==> config.mk <==
export PLATFORM = sky130hd
export DESIGN_NAME = serial_add_ctrl
export DESIGN_NICKNAME = d
export VERILOG_FILES = /design/src/rtl/serial_add_pkg.sv /design/src/rtl/adder_slice.sv /design/src/rtl/serial_add_ctrl.sv
export SDC_FILE = /design/constraint.sdc
export NUM_CORES = 1
export LEC_CHECK = 0
export ABC_CLOCK_PERIOD_IN_PS = 2770
export CORE_ASPECT_RATIO = 1.75
export CORE_UTILIZATION = 25
export DETAILED_ROUTE_END_ITERATION = 10
export GPL_TIMING_DRIVEN = 0
export SLEW_MARGIN = 30
export SYNTH_ARGS = -nofsm -noshare
export SYNTH_HDL_FRONTEND = slang
export SYNTH_SLANG_ARGS = --single-unit
==> constraint.sdc <==
create_clock -name clk -period 2.77 [get_ports clk]
set_input_delay 0.277 -clock clk [delete_from_list [all_inputs] [get_ports clk]]
set_output_delay 0.277 -clock clk [all_outputs]
set_load 0.02 [all_outputs]
==> src/rtl/serial_add_pkg.sv <==
// Shared definitions for the slice-serial adder controller: FSM encoding and
// a constant-evaluable clog2 used to size the slice index.
package serial_add_pkg;

  localparam logic [1:0] S_IDLE = 2'd0;
  localparam logic [1:0] S_RUN  = 2'd1;
  localparam logic [1:0] S_DONE = 2'd2;

  function automatic int clog2(input int v);
    int r;
    r = 0;
    while ((1 << r) < v) r = r + 1;
    return r;
  endfunction

endpackage

==> src/rtl/adder_slice.sv <==
// Purely combinational W-bit adder with carry in/out; the one shared datapath
// element that the controller time-multiplexes across the operand.
module adder_slice #(
  parameter int W = 8
) (
  input  logic [W-1:0] a,
  input  logic [W-1:0] b,
  input  logic         ci,
  output logic [W-1:0] s,
  output logic         co
);

  assign {co, s} = {1'b0, a} + {1'b0, b} + {{W{1'b0}}, ci};

endmodule

==> src/rtl/serial_add_ctrl.sv <==
// WIDTH-bit add with carry-in computed over WIDTH/SLICE cycles on one SLICE-bit
// adder. Valid/ready on both the request and the result side.
module serial_add_ctrl
  import serial_add_pkg::*;
#(
  parameter int WIDTH = 32,
  parameter int SLICE = 8
) (
  input  logic             clk,
  input  logic             rst_n,
  input  logic             start_valid,
  output logic             start_ready,
  input  logic [WIDTH-1:0] in_1,
  input  logic [WIDTH-1:0] in_2,
  input  logic             cin,
  output logic             res_valid,
  input  logic             res_ready,
  output logic [WIDTH-1:0] sum,
  output logic             cout,
  output logic             busy
);

  localparam int NSLICE = WIDTH / SLICE;
  localparam int IW     = (clog2(NSLICE) < 1) ? 1 : clog2(NSLICE);

  if (WIDTH % SLICE != 0) begin : g_bad_slice
    $error("serial_add_ctrl: WIDTH must be a multiple of SLICE");
  end

  // Operands and sum viewed as NSLICE packed slices so idx selects directly.
  logic [NSLICE-1:0][SLICE-1:0] a_q, b_q, sum_q;
  logic [1:0]    state;
  logic [IW-1:0] idx;
  logic          carry_q, cout_q;
  logic [SLICE-1:0] slc_s;
  logic             slc_co;

  adder_slice #(.W(SLICE)) u_slice (
    .a  (a_q[idx]),
    .b  (b_q[idx]),
    .ci (carry_q),
    .s  (slc_s),
    .co (slc_co)
  );

  always_ff @(posedge clk or negedge rst_n) begin
    if (!rst_n) begin
      state   <= S_IDLE;
      a_q     <= '0;
      b_q     <= '0;
      sum_q   <= '0;
      carry_q <= 1'b0;
      cout_q  <= 1'b0;
      idx     <= '0;
    end else begin
      case (state)
        S_IDLE: if (start_valid) begin
          a_q     <= in_1;
          b_q     <= in_2;
          carry_q <= cin;
          idx     <= '0;
          sum_q   <= '0;
          state   <= S_RUN;
        end
        S_RUN: begin
          sum_q[idx] <= slc_s;
          carry_q    <= slc_co;
          idx        <= idx + 1'b1;
          if (idx == IW'(NSLICE - 1)) begin
            cout_q <= slc_co;
            state  <= S_DONE;
          end
        end
        S_DONE: if (res_ready) state <= S_IDLE;
        default: state <= S_IDLE;
      endcase
    end
  end

  assign start_ready = (state == S_IDLE);
  assign res_valid   = (state == S_DONE);
  assign busy        = (state == S_RUN) || (state == S_DONE);
  assign sum         = sum_q;
  assign cout        = cout_q;

endmodule
Word level (Yosys, flattened, before mapping)
Index checks and enable logic that the tools add are counted.
Widths: inputs -> output; s select.
- output and inout bits: 36
- word-level logic and storage cells: 52
- flip-flop bits (word level): 102
- input bits: 69
- $add $sub $neg: 3
- $lt $le $gt $ge: 2
- reduce and logical (&&, ||, !) cells: 8
- muxes and demuxes: 17
- equality and inequality tests: 6
- operator list (kind ; count):
    $pmux 32 s2 ; 1
    $bmux 8 s2 ; 2
    $bwmux 32 ; 1
    $mux 32 ; 1
    $mux 8 ; 3
    $demux 8 s2 ; 1
    $add 8x8->9 ; 1
    $add 9x1->9 ; 1
    $mux 2 ; 4
    $pmux 2 s3 ; 1
    $reduce_and 2->1 ; 3
    $eq 2x2->1 const B ; 2
    $ne 2x2->1 const B ; 2
    $pmux 2 s2 ; 1
    $lt 2x3->1 const B ; 1
    $reduce_and 3->1 ; 1
    $add 2x1->2 const B ; 1
    $eq 2x1->1 const B ; 1
    $ge 2x1->1 const B ; 1
    $logic_not 2->1 ; 1
    $ne 2x1->1 const B ; 1
    $pmux 1 s2 ; 1
    $reduce_bool 2->1 ; 1
    $logic_and 1x1->1 ; 1
    other kinds (2) ; 2

Logic depth before layout (Yosys ltp)
Gate-level depths: netlist of the first run.
- depth after elaboration: 6
- depth in mapped cells: 8
- gate-level depth less buffers: 7

By module
From an unflattened synthesis of the first run, not the netlist that was laid out.
- cells, all modules: 376
- area total of the unflattened synthesis: 4918.5 µm²
- modules (own cells, without submodules) (module ; area an instance (µm²) ; sequential area each (µm²) ; instances ; cells each):
    serial_add_ctrl ; 4593.2 ; 2552.4 ; 1 ; 339
    adder_slice ; 325.3 ; 0.0 ; 1 ; 37

Worst setup path before layout of the first run
Ideal clock, no wire load.
- kind: flip-flop to flip-flop
- start point: reg idx[0]
- end point: reg sum_q, in the netlist sum[15]
- setup slack: -0.094 ns
- data required time: 2.639 ns
- library setup time: 0.131 ns
- clock period less this slack: 2.864 ns
- cell stages (with the launch flop): 9
- arrival: 2.733 ns
- path buffers: 2
- cells stage by stage: dfrtp_1 buf_2 buf_2 mux4_2 ha_1 a211o_1 a211o_1 a221oi_2 o21ai_0
- longest elaborated chain between the ends: 6
- elaborated cells on any way between the ends: 13
- classes of those cells: 2 x add/sub; 2 x order compare; 8 x mux; 1 x reduce/logical
- RTL lines (item ; line ; text):
    start, declared ; serial_add_ctrl.sv:33 ; logic [IW-1:0] idx;
    start signal, assigned ; serial_add_ctrl.sv:68 ; idx <= idx + 1'b1;
    $bmux 8 s2, or another cell as far along ; serial_add_ctrl.sv:39 ; .a (a_q[idx]),
    $mux 8 (not written as such), or another cell as far along ; serial_add_ctrl.sv:39 ;
    $add 8x8->9 / $mux 8 (equally long branches) ; adder_slice.sv:13, serial_add_ctrl.sv:66 ;
    $add 9x1->9 / $demux 8 s2 (equally long branches) ; adder_slice.sv:13, serial_add_ctrl.sv:66 ;
    $bwmux 32 * ; serial_add_ctrl.sv:66 ; sum_q[idx] <= slc_s;
    $pmux 32 s2 * ; serial_add_ctrl.sv:56 ; case (state)
    end signal, assigned by index ; serial_add_ctrl.sv:66 ;
    end, declared ; serial_add_ctrl.sv:31 ; logic [NSLICE-1:0][SLICE-1:0] a_q, b_q, sum_q;
Mark *: on every way between the ends. The rest lies on a longest branch, timed or not. The select of a mux whose other input is x is not followed.
A chain may end at the register's enable or synchronous reset.

Final worst setup path of the first run
- start point: reg idx[0]
- end point: reg sum_q, in the netlist sum[12]
Same word-level chain as after synthesis.

==> results of run 1 <==
-- worst register-to-register path, cell delays in order (launching register included) --
cell     delay (ns)
dfrtp_1        0.40
buf_12         0.16
mux4_2         0.55
fa_2           0.42
fa_2           0.40
a21o_1         0.20
a21oi_4        0.17
xnor2_2        0.15
a22o_1         0.21
-- area by class of cell --
cell class	instances	area, um^2	area share (%)
plain buffers	17	115	1.73
flip-flops and latches	102	2550	38.4
multi-input cells	214	2180	32.8
inverters	8	30.0	0.452
clock inverters	6	68.8	1.04
repair buffers	114	1170	17.6
clock buffers	10	229	3.45
well taps	238	298	4.48
-- worst paths after layout --
check | end | slack (ns) | startpoint
max in group asynchronous | a_q[9] | 1.68 | rst_n
setup / recovery | sum[12] | 0.01 | idx[0]
setup reg to reg | sum[12] | 0.01 | idx[0]
hold / removal | a_q[23] | 0.44 | rst_n
min in group clk | sum[18] | 0.48 | sum[18]
hold reg to reg | sum[18] | 0.48 | sum[18]
-- state kept, by name, summed over array words and instances, names as in the netlist --
name and count:
sum 32, b_q 32, carry_q 1, idx 2, a_q 32, state 2
cout 1
-- power groups by stage --
stage,registers [uW],clock network (uW),logic (uW)
6_report,2530,1270,6230
5_1_grt,2610,1370,6750
4_1_cts,2540,1310,5950
3_5_place_dp,2570,0,5430
3_3_place_gp,2530,0,5320
2_1_floorplan,2620,0,3520
-- kinds of logic after synthesis --
logic type / Yosys count / synth area share [%]
flip-flops: 102 / 54.0
multiplexers: 83 / 23.6
AO/OA/AOI/OAI: 66 / 10.2
AND/OR/NAND/NOR: 45 / 4.71
buffers and inverters: 25 / 2.30
adder cells (fa/ha/maj): 16 / 4.55
XOR/XNOR: 4 / 0.741
-- routing by layer --
layer | up-vias | GRT usage, % | wire length (um)
met5 | - | 0 | 0
met4 | 0 | 5.17 | 220
met3 | 10 | 2.02 | 387
met2 | 85 | 26.5 | 7410
met1 | 1653 | 13.4 | 4520
li1 | 1531 | - | -
-- metrics by stage --
stage	util (%)	hold WS, ns	area, um^2	power, uW
floorplan	-	-0.0186	4730	6140
global route	35.7	0.490	6640	10700
CTS	35.3	0.459	6550	9800
detailed placement	32.8	0.266	6100	8000
global placement	32.7	0.471	6070	7850
finish	35.7	0.440	6640	10000
-- cells in the mapped netlist (4+ instances only) --
cell / instances / area share [%]
nand2b_1: 4 / 0.53
a21oi_1: 9 / 0.95
o21ai_1: 4 / 0.42
a22o_1: 20 / 3.7
clkbuf_1: 4 / 0.32
nand4_1: 4 / 0.53
mux4_2: 16 / 7.6
nand3_1: 11 / 1.2
a211o_1: 6 / 1.1
and3_1: 4 / 0.53
o21ai_0: 13 / 1.4
buf_2: 12 / 1.3
dfrtp_1: 102 / 54
mux2_2: 66 / 16
ha_1: 14 / 3.7
inv_1: 8 / 0.64
nand2_1: 17 / 1.3
a22oi_1: 4 / 0.64
-- timing repair --
| action | in CTS | in global routing |
|---|---|---|
| hold buffers | 1 | 0 |
| gates resized for setup | 18 | 13 |
| endpoints found under the hold margin | 52 | 0 |
| buffers inserted | 5 | 2 |
| setup endpoints to repair | 26 | 22 |
| pin swaps | 10 | 4 |
| gates cloned | 0 | 1 |
==> flow_summary.json, run 1 <==
{
  "crit_path_end_kind": "flip-flop",
  "synthesis.area_um2": 4730,
  "post_drt_wl_per_cell_um": 17.7,
  "netSwitchingFraction_pct": 41.8,
  "port_buffers": 104,
  "p_seq_share_pct": 25.2,
  "ys_types": 36,
  "setup_violations": 0,
  "drtIter0Drc": 134,
  "p_leak_uw": 0.00275,
  "grt_overflow_total": 0,
  "slowest_stage": "mux4_2",
  "final_cells": 709,
  "worstSetupStartpointType": "flip-flop",
  "rsz0062_at_grt": "yes",
  "hp-class": "in2async",
  "synth-seq-area-share_pct": 54.0,
  "grt_pass1_vias": 3516,
  "cp.arrival_ns": 2.99,
  "via_per_inst": 4.62,
  "ys_warn_count": 0,
  "clk_path_buf_depth": 2,
  "dr.pass1.iters": 4,
  "ant_nets": 0,
  "place_ws_ns": -0.617,
  "synth-main-ff-cell": "dfrtp_1",
  "crit_path_cell_trace": "buf_12 -> mux4_2 -> fa_2 -> fa_2 -> a21o_1 -> a21oi_4 -> xnor2_2 -> a22o_1",
  "synth_seq_cells": 102,
  "core_um2": 18600,
  "fin_crit_sh_pct": 99.7,
  "fin_ws_ns": 0.00967,
  "most-common-layout-cells": "clkdlybuf4s50_1 (103), dfrtp_1 (102), mux2_2 (66)",
  "required_ns": 3.00,
  "worst_pin_slew_ns": 0.698,
  "initial_core_util_pct": 25.4,
  "grt_pass1_wl_mm": 19.1,
  "critPathMaxFanout": 7,
  "pwr_density_cell_nw_per_um2": 1510,
  "grt_use_total_pct": 13.3,
  "max_freq_mhz": 362,
  "drc_errors": 0,
  "path_common_cell": "fa_2",
  "syn_nets": 426,
  "nets": 551,
  "crit_cells": 8,
  "ctsRootBufferMaster": "clkbuf_16",
  "die_w_um": 106,
  "clkPwrFrac_pct": 12.7,
  "critPathBufInv": 1,
  "status": "complete, no violations",
  "synth_edf_count": 0,
  "internal-power_uw": 5840,
  "antenna_found_initial": 0,
  "io_pins": 105,
  "critPathKind": "reg2reg",
  "r2r_cells": 8,
  "totalWireLength_mm": 12.5,
  "setup_tns_ns": 0,
  "drive_gt1_share_pct": 28.9,
  "clk_latency_ns": 0.34,
  "crit_family": "adder cells",
  "area_growth_pct": 40.5,
  "clock_sinks": 102,
  "grt_max_degree": 54,
  "die_h_um": 184,
  "max-slew-margin-rel_pct": 53.2,
  "p_comb_share_pct": 62.1,
  "report.final.slew_viol_count": 0,
  "post-place-cells": 684,
  "place_hpwl_mm": 9.95,
  "ctsHtreeMaxLevel": 3,
  "place_congestion": 0.839,
  "diodes": 0,
  "fp-row-count": 66,
  "p_sw_uw": 4200,
  "skew_ns": 0.00647,
  "ir_worst_vdd_mv": 0.750,
  "die_area_um2": 19500,
  "synth_cells": 341,
  "hold_viol_final": 0,
  "clk_pin_slew_ns": 0.07,
  "slowest_delay_ns": 0.55,
  "async_flop_share_pct": 100,
  "synth_area_per_cell_um2": 13.9,
  "post-route-min-period_ns": 2.76,
  "fill_cells": 1804,
  "final_common_cell": "clkdlybuf4s50_1",
  "num_vias": 3279,
  "cts_tree": "built",
  "numCtsBuffers": 9,
  "maxCapViolCount": 0
}
Note: power is estimated with default switching activity, not from simulation.
==> run 2, diff against run 1 <==
--- a/config.mk
+++ b/config.mk
@@ -10,7 +10,7 @@
 export CORE_UTILIZATION = 25
 export DETAILED_ROUTE_END_ITERATION = 10
 export GPL_TIMING_DRIVEN = 0
-export SLEW_MARGIN = 30
+export SLEW_MARGIN = 0
 export SYNTH_ARGS = -nofsm -noshare
 export SYNTH_HDL_FRONTEND = slang
 export SYNTH_SLANG_ARGS = --single-unit
==> run 2 against run 1 <==
First-iteration DRC count increased by 31%; register-to-register slack barely moved; clock power about the same; hold slack improved by 0.047 ns; via count up 1.1%; flip-flop and latch count did not move; core utilization is 0.23 points lower; non-clock buffer count is 2 higher; global-route usage rose by 0.16 points; critical path depth rose by 1; largest cell class unchanged; highest routed layer unchanged.
==> flow_summary.json, run 2 (synthesis results as in run 1) <==
{
  "status": "complete, no violations",
  "numCtsBuffers": 9,
  "crit_path_cell_trace": "buf_12 -> buf_4 -> mux4_2 -> ha_1 -> o211ai_1 -> o21ai_0 -> xor2_2 -> buf_4 -> a22o_1",
  "slowest_delay_ns": 0.52,
  "initial_core_util_pct": 25.4,
  "clock_sinks": 102,
  "place_hpwl_mm": 9.93,
  "antenna_found_initial": 0,
  "die_w_um": 106,
  "drtIter0Drc": 175,
  "pwr_density_cell_nw_per_um2": 1510,
  "worstSetupStartpointType": "flip-flop",
  "min_to": "sum[18]",
  "drc_errors": 0,
  "final_util_pct": 35.5,
  "fin_crit_sh_pct": 99.3,
  "report.final.slew_viol_count": 0,
  "busiest_layer": "met2",
  "fin_area_um2": 6600,
  "die_h_um": 184,
  "ir_worst_vdd_mv": 0.713,
  "ctsRootBufferMaster": "clkbuf_16",
  "num_vias": 3316,
  "port_buffers": 104,
  "hp-start": "sum[18]",
  "crit_path_end_kind": "flip-flop",
  "p_leak_uw": 0.00274,
  "cts_tree": "built",
  "r2r_cells": 9,
  "setup_violations": 0,
  "core_um2": 18600,
  "critPathKind": "reg2reg",
  "slowest_stage": "mux4_2",
  "hold_viol_final": 0,
  "diodes": 0,
  "max-slew-margin-rel_pct": 50.9,
  "ant_nets": 0,
  "final_common_cell": "clkdlybuf4s50_1",
  "grt_use_total_pct": 13.4,
  "nets": 553,
  "r2r-end": "sum[13]",
  "path_common_cell": "buf_4",
  "cp.arrival_ns": 2.99,
  "rsz0062_at_grt": "yes",
  "clk_latency_ns": 0.34,
  "hold_depth": 2,
  "grt.met1_usage_pct": 13.6,
  "worst_pin_slew_ns": 0.731,
  "timing.rr.start": "idx[0]",
  "drive_gt1_share_pct": 28.5,
  "area_growth_pct": 39.6,
  "post-route-min-period_ns": 2.75,
  "most-common-layout-cells": "clkdlybuf4s50_1 (103), dfrtp_1 (102), mux2_2 (66)",
  "ctsHtreeMaxLevel": 3,
  "place_area_um2": 6100,
  "required_ns": 3.01,
  "fp-row-count": 66,
  "totalWireLength_mm": 12.5,
  "dr.pass1.iters": 4,
  "grt_overflow_total": 0,
  "clk_pin_slew_ns": 0.07,
  "die_area_um2": 19500,
  "grtUsageMet2_pct": 26.6,
  "via_per_inst": 4.66,
  "grt_pass1_vias": 3583,
  "max_freq_mhz": 364,
  "io_pins": 105,
  "gr-usage-met3_pct": 1.99,
  "hp-class": "reg2reg",
  "grt_max_degree": 54,
  "place_congestion": 0.839,
  "clk_path_buf_depth": 2,
  "grt_pass1_wl_mm": 19.4,
  "post_drt_wl_per_cell_um": 17.5,
  "maxCapViolCount": 0,
  "rrSetupSlack_ns": 0.02,
  "skew_ns": 0.00864,
  "critPathMaxFanout": 6
}
-- run 2: changes by cell type in the layout (fill, tap and decap cells not counted), sizes merged --
cell	previous run	this run
clkbuf	15	14
buf	22	25
-- run 2: critical path, delay by kind of cell (launching register included) --
| family | cells | cell delay (ns) |
|---|---|---|
| adder cells (fa/ha/maj) | 1 | 0.37 |
| multiplexers | 1 | 0.52 |
| XOR/XNOR | 1 | 0.21 |
| AO/OA/AOI/OAI | 3 | 0.69 |
| buffers and inverters | 3 | 0.45 |
| flip-flops | 1 | 0.40 |
-- run 2: how the worst max path moves through the flow --
stage	from	endpoint	slack, ns	cells after the start
4_1_cts	idx[0]	sum[13]	0.001	8
6_report	idx[0]	sum[13]	0.02	9
3_3_place_gp	rst_n	sum[16]	-2.25	1
2_1_floorplan	idx[0]	sum[28]	0.01	8
5_1_grt	idx[0]	sum[14]	-0.08	8
3_5_place_dp	idx[1]	sum[31]	-0.61	8
-- run 2: where the power goes --
group	total, uW	internal, uW	leakage [uW]	switching, uW
registers	2530	2180	0.00126	354
clock network	1270	709	0.000144	563
logic	6140	2910	0.00134	3230
-- run 2: layout make-up --
class | instances | area (um^2)
Clock inverter | 6 | 68.8
Sequential cell | 102 | 2550
Inverter | 8 | 30.0
Multi-Input combinational cell | 214 | 2150
Clock buffer | 10 | 229
Buffer | 17 | 115
Tap cell | 238 | 298
Timing Repair Buffer | 116 | 1150
Fill cell | 1824 | 12000
-- run 2: stage by stage --
| stage | total power (uW) | hold slack (ns) | setup WS (ns) | TNS [ns] | instances |
|---|---|---|---|---|---|
| after detailed placement | 8020 | 0.373 | -0.612 | -8.78 | 684 |
| after CTS | 9790 | 0.492 | 0.00119 | 0 | 707 |
| after global placement | 7850 | 0.471 | -2.25 | -235.86 | 683 |
| final | 9940 | 0.487 | 0.0203 | 0 | 711 |
| after floorplan | 6140 | -0.0186 | 0.0148 | 0 | 341 |
| after global routing | 10700 | 0.519 | -0.0790 | -0.762 | 711 |
-- run 2: repair_timing --
item / CTS / global route
pin swaps: 10 / 3
endpoints found under the hold margin: 4 / 0
cloned: 0 / 0
hold buffers: 1 / 0
endpoints found under the setup margin: 26 / 21
gates resized for setup: 18 / 9
setup buffers: 6 / 4
-- run 2: layer usage --
layer	share of wire (%)	wire (um)
met1	37	4550
met2	58	7260
met3	2.9	356
met4	2.3	290
met5	0	0
